$ cat config.mk
export PLATFORM = sky130hd
export DESIGN_NAME = msk_share_encoder
export DESIGN_NICKNAME = d
export VERILOG_FILES = /design/src/rtl/msk_share_encoder.sv
export SDC_FILE = /design/constraint.sdc
export NUM_CORES = 1
export LEC_CHECK = 0
export BUFFER_PORTS_ARGS = -buffer_cell sky130_fd_sc_hd__buf_2
export CAP_MARGIN = 25
export CORE_MARGIN = 2
export CORE_UTILIZATION = 50
export CTS_CLUSTER_DIAMETER = 50
export DETAILED_ROUTE_END_ITERATION = 8
export PLACE_DENSITY = 0.85
export SLEW_MARGIN = 30
export SYNTH_ARGS = -nofsm -noshare
export SYNTH_HDL_FRONTEND = slang
export SYNTH_SLANG_ARGS = --single-unit
$ cat constraint.sdc
create_clock -name clk -period 2.7 [get_ports clk]
set_input_delay 0.135 -clock clk [delete_from_list [all_inputs] [get_ports clk]]
set_output_delay 0.135 -clock clk [all_outputs]
set_load 0.01 [all_outputs]
$ cat src/rtl/msk_share_encoder.sv
`default_nettype none
// +-------------------------------------------------------------------------+
// | msk_share_encoder                                                       |
// | Encodes an unmasked W-bit word into a d-share bit-interleaved Boolean   |
// | sharing. Share 0 absorbs one random share per cycle through a register. |
// | Optional: MSK_ENC_ZEROIZE_EN clears all shares after the handshake.     |
// | Revision: 1.0                                                           |
// +-------------------------------------------------------------------------+
module msk_share_encoder #(
  parameter int d = 2,
  parameter int W = 32
) (
  input  logic               clk,
  input  logic               rst,
  input  logic               en,
  input  logic [W-1:0]       in_data,
  input  logic               in_valid,
  output logic               in_ready,
  input  logic [(d-1)*W-1:0] rnd,
  input  logic               rnd_valid,
  output logic               rnd_ready,
  output logic [d*W-1:0]     out_sh,
  output logic               out_valid,
  input  logic               out_ready
);

  localparam int                c_cnt_w   = $clog2(d) + 1;
  localparam logic [c_cnt_w-1:0] c_cnt_first = c_cnt_w'(2);
  localparam logic [c_cnt_w-1:0] c_cnt_last  = c_cnt_w'(d - 1);
  localparam logic [c_cnt_w-1:0] c_cnt_one   = c_cnt_w'(1);

  typedef enum logic [1:0] {
    ST_IDLE = 2'd0,
    ST_MIX  = 2'd1,
    ST_OUT  = 2'd2
  } state_t;

  state_t             r_state;
  state_t             w_state_nxt;
  logic [c_cnt_w-1:0] r_cnt;
  logic [c_cnt_w-1:0] w_cnt_nxt;
  logic [W-1:0]       r_sh     [d];
  logic [W-1:0]       w_sh_nxt [d];
  logic [W-1:0]       w_mix_sel;
  logic               w_idle;

  assign w_idle    = (r_state == ST_IDLE);
  assign in_ready  = en & ~rst & w_idle;
  assign rnd_ready = en & ~rst & w_idle;
  assign out_valid = (r_state == ST_OUT);

  // Share selected by the mix counter; only indices 2..d-1 are ever visited.
  always_comb begin
    w_mix_sel = '0;
    for (int k = 2; k < d; k++) begin
      if (r_cnt == c_cnt_w'(k)) begin
        w_mix_sel = r_sh[k];
      end
    end
  end

  always_comb begin
    w_state_nxt = r_state;
    w_cnt_nxt   = r_cnt;
    for (int k = 0; k < d; k++) begin
      w_sh_nxt[k] = r_sh[k];
    end

    if (en) begin
      case (r_state)
        ST_IDLE: begin
          if (in_valid && rnd_valid) begin
            for (int k = 1; k < d; k++) begin
              w_sh_nxt[k] = rnd[(k-1)*W +: W];
            end
            w_sh_nxt[0] = in_data ^ rnd[W-1:0];
            w_cnt_nxt   = c_cnt_first;
            w_state_nxt = (d == 2) ? ST_OUT : ST_MIX;
          end
        end
        ST_MIX: begin
          w_sh_nxt[0] = r_sh[0] ^ w_mix_sel;
          w_cnt_nxt   = r_cnt + c_cnt_one;
          if (r_cnt == c_cnt_last) begin
            w_state_nxt = ST_OUT;
          end
        end
        ST_OUT: begin
          if (out_ready) begin
            w_state_nxt = ST_IDLE;
`ifdef MSK_ENC_ZEROIZE_EN
            for (int k = 0; k < d; k++) begin
              w_sh_nxt[k] = '0;
            end
`endif
          end
        end
        default: begin
          w_state_nxt = ST_IDLE;
        end
      endcase
    end
  end

  always_ff @(posedge clk or posedge rst) begin
    if (rst) begin
      r_state <= ST_IDLE;
      r_cnt   <= '0;
      for (int k = 0; k < d; k++) begin
        r_sh[k] <= '0;
      end
    end else begin
      r_state <= w_state_nxt;
      r_cnt   <= w_cnt_nxt;
      for (int k = 0; k < d; k++) begin
        r_sh[k] <= w_sh_nxt[k];
      end
    end
  end

  // Bit i of share s lands at out_sh[i*d + s].
  generate
    for (genvar i = 0; i < W; i++) begin : g_bit
      for (genvar s = 0; s < d; s++) begin : g_share
        assign out_sh[i*d + s] = r_sh[s][i];
      end
    end
  endgenerate

endmodule
`default_nettype wire

==> out/qor.yml, run 1 <==
logic_synthesis:
  ys_seq_area_share_pct: 55.32
  synth_top_area_cell: "dfrtp_1"
  synth-seq-cells: 65
  yosysWarnings: 0
  synth_area_leaders: "dfrtp_1 (55%), mux2_4 (25%), xor2_1 (9.5%)"
  yosysMostFrequentCell: "dfrtp_1"
  synthAdderAreaFrac_pct: 0
  synth.area.mux_share_pct: 30.77
  netlist_area_mm2: 0.002940
  synth_edf_count: 0
  yosys.area.top_type_share_pct: 55.32
  synth_common_cells: "dfrtp_1 (65), mux2_4 (49), xor2_1 (32), mux2_2 (15), buf_6 (6)"
  synthSimpleGateAreaFrac_pct: 1.191
  synth_top_family_by_area: "multiplexers"
  ys.flop_type: "dfrtp_1"
  synth_fp_nets: 244
  postSynthCellCount: 174
  synth_async_sr_flop_share_pct: 100.0
  synthXorXnorAreaFrac_pct: 9.532
  ys_types: 12
  avgSynthCellArea_um2: 16.90
  synth_compound_area_share_pct: 0.3404
sta:
  slew_violations: 0
  period_share_pct: 71.39
  period_minus_slack_ns: 1.928
  setup_viol: 0
  finalHoldViolations: 0
  max_freq_mhz: 518.8
  holdWs_ns: 0.06399
  setup-tns-final_ns: 0
  rsz0062_at_grt: "no"
  slew_headroom_pct: 50.74
  tightestPinTransition_ns: 0.7378
  fin_skew_ns: 0.005964
placed_design:
  port_buffers: 136
  gp_congestion: 0.7254
  post-place-cells: 377
  dp_hpwl_um: 4128
global_route:
  grt_util_met2_pct: 27.67
  globalRoute.totalOverflow: 0
  antenna_found_initial: 0
  grt_max_degree: 38
  met3_usage_pct: 4.719
  grt_pass1_wl_um: 8666
  grt_usage_pct: 18.07
  top_usage_layer: "met2"
  grt_pass1_vias: 1850
  grt.met1_usage_pct: 23.72
cts:
  clk_pin_slew_worst_paths_ns: 0.07
  insertion_delay_ns: 0.32
  root_buffer: "clkbuf_8"
  cts_inserted_buffers: 9
  cts.path.max_buffers: 2
  cts_resized: 0
  ctsHoldBuffers: 1
  cts_tree: "done"
  clock_sinks: 65
  cts_max_level: 3
  cts_setup_buffers: 0
detailed_routing:
  ant_nets: 0
  wl_per_cell_um: 14.24
  drtIter0Drc: 44
  drt_wl_total_um: 5612
  route.detailed.drc: 0
  num_vias: 1848
  vias_per_cell: 4.690
  firstDrtPassIters: 4
critical_path:
  cp-startpoint: "r_state[1]"
  r2r_start: "r_state[1]"
  max_stage_delay_ns: 0.61
  slowest_stage: "nand4b_4"
  critical_path.endpoint: "out_sh[54]"
  critPathKind: "reg2reg"
  crit_chain: "nand4b_4 > buf_12 > mux2_4"
  cp.buffers_inverters: 1
  ff2ff_setup_slack_ns: 0.77
  worstRegToRegCells: 3
  critPathTopFamily: "simple AND/OR/NAND/NOR gates"
  end_kind: "flip-flop"
  arrival_ns: 2.13
  required_ns: 2.91
  cp_num_cells: 3
  rr_endpoint: "out_sh[54]"
  startpoint_type: "flip-flop"
  cp_max_fo: 37
worst_hold_path:
  hp-class: "in2reg"
final_layout:
  final-seq-area_mm2: 0.001627
  nets: 387
  diodes: 0
  post_layout_nonfiller_instances: 394
  fillers: 410
  drive_gt1_share_pct: 68.01
  area_growth_pct: 32.60
  multi_input_area_mm2: 0.001230
job:
  drv_cap: 0
power:
  ir_drop_mv: 0.4374
  leakagePower_uw: 0.002148
  finalPower_uw: 3342
  p_per_area_mw_per_mm2: 857.3
outcome:
  status: "complete, no violations"
floorplan:
  chipWidth_um: 80.69
  num_rows: 27
  core_area_mm2: 0.005608
  die_h_um: 80.69
  initial_core_util_pct: 52.43
  ios: 137
  dieArea_mm2: 0.006510
[report_power, final]
part           internal [uW]  total (uW)  switching, uW
clock network            572         915            343
logic                    598        1010            411
registers               1260        1420            156
[cells in the final DEF, fill, tap and decap left out, drive strengths merged]
cell type and count:
bufinv 2, dlygate4sd3 1, a21bo 1, nand4b 1
nor3b 1, clkbuf 14, buf 139, xor2 32
nand2 1, mux2 64, inv 1, dfrtp 65
[area by class of cell]
class | count | area share (%)
tap | 72 | 2.311
timing repair buffer | 140 | 18.61
multi-input combinational | 100 | 31.55
clock buffer | 14 | 4.172
clock inverter | 2 | 1.540
inverter | 1 | 0.09628
sequential | 65 | 41.72
[routing by layer]
layer	up-vias	wire [um]
met2	93	2544
met1	867	2541
met4	0	86
met5	-	0
met3	9	440
li1	879	-
[sequential cells by signal, summed over array words and instances (netlist names)]
name and count:
out_sh 64, r_state 1
[how the worst min path moves through the flow]
stage	cells after the start	from	slack, ns	endpoint
3_3_place_gp	2	rst	0.31	r_state[1]
6_report	2	rnd[11]	0.06	out_sh[23]
3_5_place_dp	2	rst	0.33	out_sh[37]
4_1_cts	2	rnd[1]	0.04	out_sh[3]
2_1_floorplan	1	rnd[0]	0.28	out_sh[1]
5_1_grt	2	rnd[0]	0.05	out_sh[1]
[metrics by stage]
step	instance area (um^2)	setup slack, ns	util (%)
CTS	3899	0.7631	69.52
floorplan	2940	0.9385	-
global placement	3666	0.8397	65.37
finish	3899	0.7724	69.52
detailed placement	3666	0.7840	65.37
global route	3899	0.6775	69.52
[cell families after synthesis]
kind of cell,Yosys count
flip-flops,65
AND/OR/NAND/NOR,3
multiplexers,64
AO/OA/AOI/OAI,1
buffers and inverters,9
XOR/XNOR,32
Power figures use the tool's default switching activity.
==> run 2, diff against run 1 <==
Settings changed: CORE_UTILIZATION 50 to 46, PLACE_DENSITY 0.85 to 0.79.
Clock period 2.7 ns to 2 ns, I/O delays scaled along.
==> run 2 against run 1 <==
Net effect: sequential share of layout area grew 0.081 points; non-clock buffer count grew 2; via count is essentially flat; clock-buffer cell count shrank 1; clock skew shrank 0.0012 ns; first-iteration DRC count shrank 52%; die area grew 8.3%; critical path type unchanged; largest cell class unchanged.
==> out/qor.yml, run 2 (same netlist as run 1, synthesis figures left out) <==
critical_path:
  startpoint_type: "flip-flop"
  crit_chain: "nand4b_4 > buf_4 > mux2_4"
  required_ns: 2.20  # -0.71 ns
  arrival_ns: 1.77  # -0.36 ns
  slowest_stage: "dfrtp_1"
  cp.buffers_inverters: 1  # unchanged
  critPathKind: "reg2reg"
  critPathTopFamily: "flip-flops"
  end_kind: "flip-flop"
  cp_max_fo: 13  # -65%
  max_stage_delay_ns: 0.40  # -0.21 ns
cts:
  cts_inserted_buffers: 9  # unchanged
  cts_resized: 0  # unchanged
  cts_max_level: 3  # unchanged
  ctsHoldBuffers: 1  # unchanged
  clk_pin_slew_worst_paths_ns: 0.07  # about the same
  root_buffer: "clkbuf_8"
  insertion_delay_ns: 0.32  # about the same
  cts_setup_buffers: 0  # unchanged
  cts.path.max_buffers: 2  # unchanged
  clock_sinks: 65  # unchanged
  cts_tree: "done"
sta:
  slew_headroom_pct: 70.97  # +20 points
  finalHoldViolations: 0  # unchanged
  rsz0062_at_grt: "no"
  tightestPinTransition_ns: 0.4354  # -0.3024 ns
  setup-tns-final_ns: 0  # unchanged
  fin_skew_ns: 0.004767  # -0.001197 ns
  max_freq_mhz: 637.1  # +23%
  period_share_pct: 78.48  # +7.1 points
  slew_violations: 0  # unchanged
  period_minus_slack_ns: 1.570  # -0.3580 ns
  setup_viol: 0  # unchanged
detailed_routing:
  drtIter0Drc: 21  # -52%
  firstDrtPassIters: 2  # -2
  num_vias: 1847  # -0.054%
  wl_per_cell_um: 14.22  # -0.15%
  vias_per_cell: 4.618  # -1.6%
  ant_nets: 0  # unchanged
  route.detailed.drc: 0  # unchanged
  drt_wl_total_um: 5689  # +1.4%
floorplan:
  chipWidth_um: 83.95  # +4.0%
  dieArea_mm2: 0.007048  # +8.3%
  ios: 137  # unchanged
  core_area_mm2: 0.006277  # +12%
  initial_core_util_pct: 46.84  # -5.6 points
  num_rows: 29  # +7.4%
  die_h_um: 83.95  # +4.0%
global_route:
  grt_usage_pct: 16.81  # -1.3 points
  grt_max_degree: 36  # -5.3%
  globalRoute.totalOverflow: 0  # unchanged
  grt_pass1_vias: 1907  # +3.1%
  grt_pass1_wl_um: 9246  # +6.7%
  antenna_found_initial: 0  # unchanged
outcome:
  status: "complete, no violations"
final_layout:
  final-seq-area_mm2: 0.001627  # unchanged
  final_area_mm2: 0.003891  # -0.19%
  drive_gt1_share_pct: 68.73  # +0.72 points
  area_growth_pct: 32.34
  diodes: 0  # unchanged
  layout_common_cells: "buf_2 (136), dfrtp_1 (65), mux2_4 (49)"
  multi_input_area_mm2: 0.001230  # unchanged
  final_core_util_pct: 61.99  # -7.5 points
  final_common_cell: "buf_2"
  fillers: 504  # +23%
  nets: 389  # +0.52%
  largest_reg_flops: 64  # unchanged
power:
  p_per_area_mw_per_mm2: 1101  # +28%
  power.share.switching_pct: 28.65  # +1.4 points
  power_frac_comb_pct: 31.9  # +1.7 points
  p_clk_share_pct: 23.3  # -4.1 points
  leakagePower_uw: 0.002143  # -0.22%
  p_int_uw: 3058  # +26%
  switchingPower_uw: 1228  # +35%
  seqPwrFrac_pct: 44.8  # +2.4 points
  ir_drop_mv: 0.5316  # +22%
job:
  drv_cap: 0  # unchanged
placed_design:
  gp_congestion: 0.7473  # +3.0%
  dp_hpwl_um: 4305  # +4.3%
  port_buffers: 136  # unchanged
  placed_cell_area_mm2: 0.003700  # +0.92%
worst_hold_path:
  hp-class: "in2reg"
## run 2: cell types whose count changed in the layout (fill, tap and decap cells not counted)
cell,delta
buf_12,+1
clkinvlp_4,+1
bufinv_16,-2
clkbuf_1,-2
clkbuf_8,+1
buf_4,+1
clkinv_2,+1
## run 2: area by class of cell
cell class	instances	area share, %
clock inverter	2	0.3215
multi-input combinational	100	31.61
inverter	1	0.09646
timing repair buffer	142	19.36
clock buffer	13	4.341
tap	77	2.476
sequential	65	41.80
## run 2: worst reg2reg max path: stages, from the launching register on
cell and delay [ns]:
dfrtp_1 0.40, nand4b_4 0.39, buf_4 0.34, mux2_4 0.32
## run 2: through the flow
step	cells	hold WS, ns	total power (uW)	setup slack (ns)
global placement	384	0.2076	3277	0.4936
global route	400	0.01105	4532	0.3608
CTS	400	0.01587	4353	0.4158
detailed placement	384	0.2113	3326	0.4277
floorplan	174	0.2485	2732	0.2735
finish	400	0.03054	4286	0.4304
## run 2: power groups by stage
stage	logic [uW]	clock network, uW	registers [uW]
final	1370	996	1920
after global routing	1470	1090	1970
after CTS	1390	1040	1920
after detailed placement	1400	0	1930
after global placement	1350	0	1930
after floorplan	625	0	2110
## run 2: worst paths after layout
| kind | from | slack (ns) | cells past startpoint | to |
|---|---|---|---|---|
| min reg2reg | out_sh[27] | 0.50 | 1 | out_sh[27] |
| max | r_state[1] | 0.43 | 3 | out_sh[52] |
| max in group asynchronous | rst | 1.24 | 4 | out_sh[58] |
| min | rnd[24] | 0.03 | 2 | out_sh[49] |
| max reg2reg | r_state[1] | 0.43 | 3 | out_sh[52] |
| min in group asynchronous | rst | 0.42 | 4 | out_sh[35] |
## run 2: metal layers
layer	global-route usage [%]	part of all wire, %	vias up
li1	-	-	878
met1	21.93	44	877
met2	26.62	47	84
met3	4.451	7.2	8
met4	7.038	1.6	0
met5	0	0	-
==> run 3, diff against run 2 <==
Settings changed: ABC_AREA from default to 1, CORE_UTILIZATION 46 to 43, PLACE_DENSITY 0.79 to 0.77.
Clock period 2 ns to 1.3 ns, I/O delays scaled along.
==> run 3 against run 2 <==
Net effect: core utilization rose by 0.11 points; global-route usage up 3.6 points; clock-buffer cell count decreased by 2; worst setup slack got worse by 0.36 ns; die area is 13% higher; critical endpoint is now rnd_ready; largest power group unchanged.
==> out/qor.yml, run 3 <==
cts:
  insertion_delay_ns: 0.33  # about the same
  cts_inserted_buffers: 9  # unchanged
  cts_tree: "done"
  cts_resized: 0  # unchanged
  cts_max_level: 3  # unchanged
  cts.path.max_buffers: 2  # unchanged
  clock_sinks: 65  # unchanged
  root_buffer: "clkbuf_8"
  clk_pin_slew_worst_paths_ns: 0.07  # about the same
sta:
  tightestPinTransition_ns: 0.4262  # -0.009184 ns
  setup-tns-final_ns: 0  # unchanged
  finalHoldViolations: 0  # unchanged
  rsz0062_at_grt: "no"
  slew_headroom_pct: 71.58  # +0.61 points
  slew_violations: 0  # unchanged
  period_share_pct: 94.66
  fin_skew_ns: 0.01127  # +0.006503 ns
  period_minus_slack_ns: 1.231
  max_freq_mhz: 812.6
  timing.final.ws_setup_ns: 0.06943  # -0.3610 ns
  setup_viol: 0  # unchanged
worst_hold_path:
  hp-class: "in2reg"
final_layout:
  multi_input_area_mm2: 0.001125  # -8.5%
  layout_common_cells: "nand2_1 (293), buf_2 (136), inv_1 (67)"
  largest_reg_flops: 64  # unchanged
  final_core_util_pct: 62.10  # +0.11 points
  nets: 688  # +77%
  final-seq-area_mm2: 0.001627  # unchanged
  final_common_cell: "nand2_1"
  area_growth_pct: 41.79
  diodes: 0  # unchanged
  drive_gt1_share_pct: 25.44  # -43 points
  fillers: 649  # +29%
critical_path:
  cp_max_fo: 4  # -9
  startpoint_type: "flip-flop"
  end_kind: "output port"
  critPathKind: "reg2out"
  required_ns: 1.24  # -0.96 ns
  arrival_ns: 1.17  # -0.60 ns
floorplan:
  ios: 137  # unchanged
  die_h_um: 89.26  # +6.3%
  initial_core_util_pct: 43.79  # -3.0 points
  dieArea_mm2: 0.007966  # +13%
  chipWidth_um: 89.26  # +6.3%
  num_rows: 31  # +6.9%
  core_area_mm2: 0.007137  # +14%
logic_synthesis:
  synth-seq-cells: 65  # unchanged
  synth_area_leaders: "dfrtp_1 (52%), nand2_1 (35%), inv_1 (8.2%)"
  ys.flop_type: "dfrtp_1"
  yosysWarnings: 0  # unchanged
  synth_edf_count: 0  # unchanged
  yosysMostFrequentCell: "nand2_1"
  postSynthCellCount: 444  # +160%
  yosys.area.top_type_share_pct: 52.04  # -3.3 points
  synth_common_cells: "nand2_1 (294), inv_1 (68), dfrtp_1 (65), buf_4 (8), buf_6 (5)"
  ys_seq_area_share_pct: 52.04  # -3.3 points
  synth_fp_nets: 514  # +110%
  netlist_area_mm2: 0.003125  # +6.3%
  synth_top_area_cell: "dfrtp_1"
  ys_types: 8  # -4
  synth_async_sr_flop_share_pct: 100.0  # unchanged
  avgSynthCellArea_um2: 7.039  # -58%
global_route:
  grt_max_degree: 35  # -2.8%
  globalRoute.totalOverflow: 0  # unchanged
  grt_pass1_vias: 3079  # +61%
  grt_pass1_wl_um: 12670  # +37%
  antenna_found_initial: 0  # unchanged
  grt_usage_pct: 20.43  # +3.6 points
placed_design:
  port_buffers: 136  # unchanged
  place_worst_setup_slack_ns: 0.1562  # -0.2714 ns
  gp_congestion: 0.7671  # +2.6%
  dp_hpwl_um: 5240  # +22%
detailed_routing:
  ant_nets: 0  # unchanged
  num_vias: 3136  # +70%
  wl_per_cell_um: 10.90  # -23%
  firstDrtPassIters: 4  # +2
  route.detailed.drc: 0  # unchanged
  drt_wl_total_um: 7846  # +38%
  drtIter0Drc: 114  # +440%
  vias_per_cell: 4.356  # -5.7%
job:
  drv_cap: 0  # unchanged
power:
  p_per_area_mw_per_mm2: 1368  # +24%
  leakagePower_uw: 0.002871  # +34%
  ir_drop_mv: 0.7716  # +45%
outcome:
  status: "complete, no violations"
-- run 3: cell type report --
class / instances / share of cell area [%]
repair buffers: 177 / 25.13
clock buffers: 11 / 3.190
multi-input cells: 297 / 25.38
flip-flops and latches: 65 / 36.70
clock inverters: 3 / 0.9599
well taps: 99 / 2.795
inverters: 68 / 5.844
-- run 3: worst paths after layout --
path / from / to / slack, ns / cells after the start
max in group asynchronous: rst / out_sh[33] / 0.57 / 4
worst max-delay path: r_state[1] / rnd_ready / 0.07 / 4
worst min-delay path: in_data[12] / out_sh[24] / 0.04 / 5
worst min register to register: out_sh[50] / out_sh[50] / 0.47 / 2
min in group asynchronous: rst / out_sh[11] / 0.40 / 4
worst max register to register: r_state[1] / out_sh[49] / 0.13 / 5
-- run 3: logic make-up after synthesis --
logic type / Yosys count / share of synthesized area (%)
buffers and inverters: 82 / 12.05
and+or+nand+nor: 297 / 35.91
DFF: 65 / 52.04
-- run 3: per-stage QoR --
step           hold slack [ns]  instance area, um^2  instances  power, uW
2_1_floorplan           0.1746                 3129        444       3600
3_3_place_gp            0.2163                 3897        671       4331
3_5_place_dp            0.2238                 3897        671       4387
4_1_cts                0.02159                 4432        720       6131
5_1_grt                0.05167                 4432        720       6479
6_report               0.04293                 4432        720       6065
-- run 3: what timing repair did --
action | in CTS | in global routing
endpoints found under the hold margin | 98 | 0
buffers inserted | 0 | 0
hold buffers | 35 | 0
-- run 3: power breakdown --
part	switching, uW	total (uW)	leakage [uW]	internal, uW
Combinational	943	1680	0.00196	738
Clock	710	1620	0.0000913	914
Sequential	258	2760	0.000818	2500
Total	1910	6060	0.00287	4150
-- run 3: worst max-delay path, cell delays in order, from the launching register on --
cell,delay [ns]
dfrtp_1,0.40
inv_1,0.06
nand2_1,0.09
nor2_1,0.13
buf_2,0.16
-- run 3: layer usage --
layer | global-route usage (%) | routed length (um) | vias up
met3 | 3.509 | 398 | 14
met1 | 21.65 | 3105 | 1427
met4 | 11.13 | 139 | 0
met5 | 0 | 0 | -
li1 | - | - | 1606
met2 | 38.11 | 4202 | 89
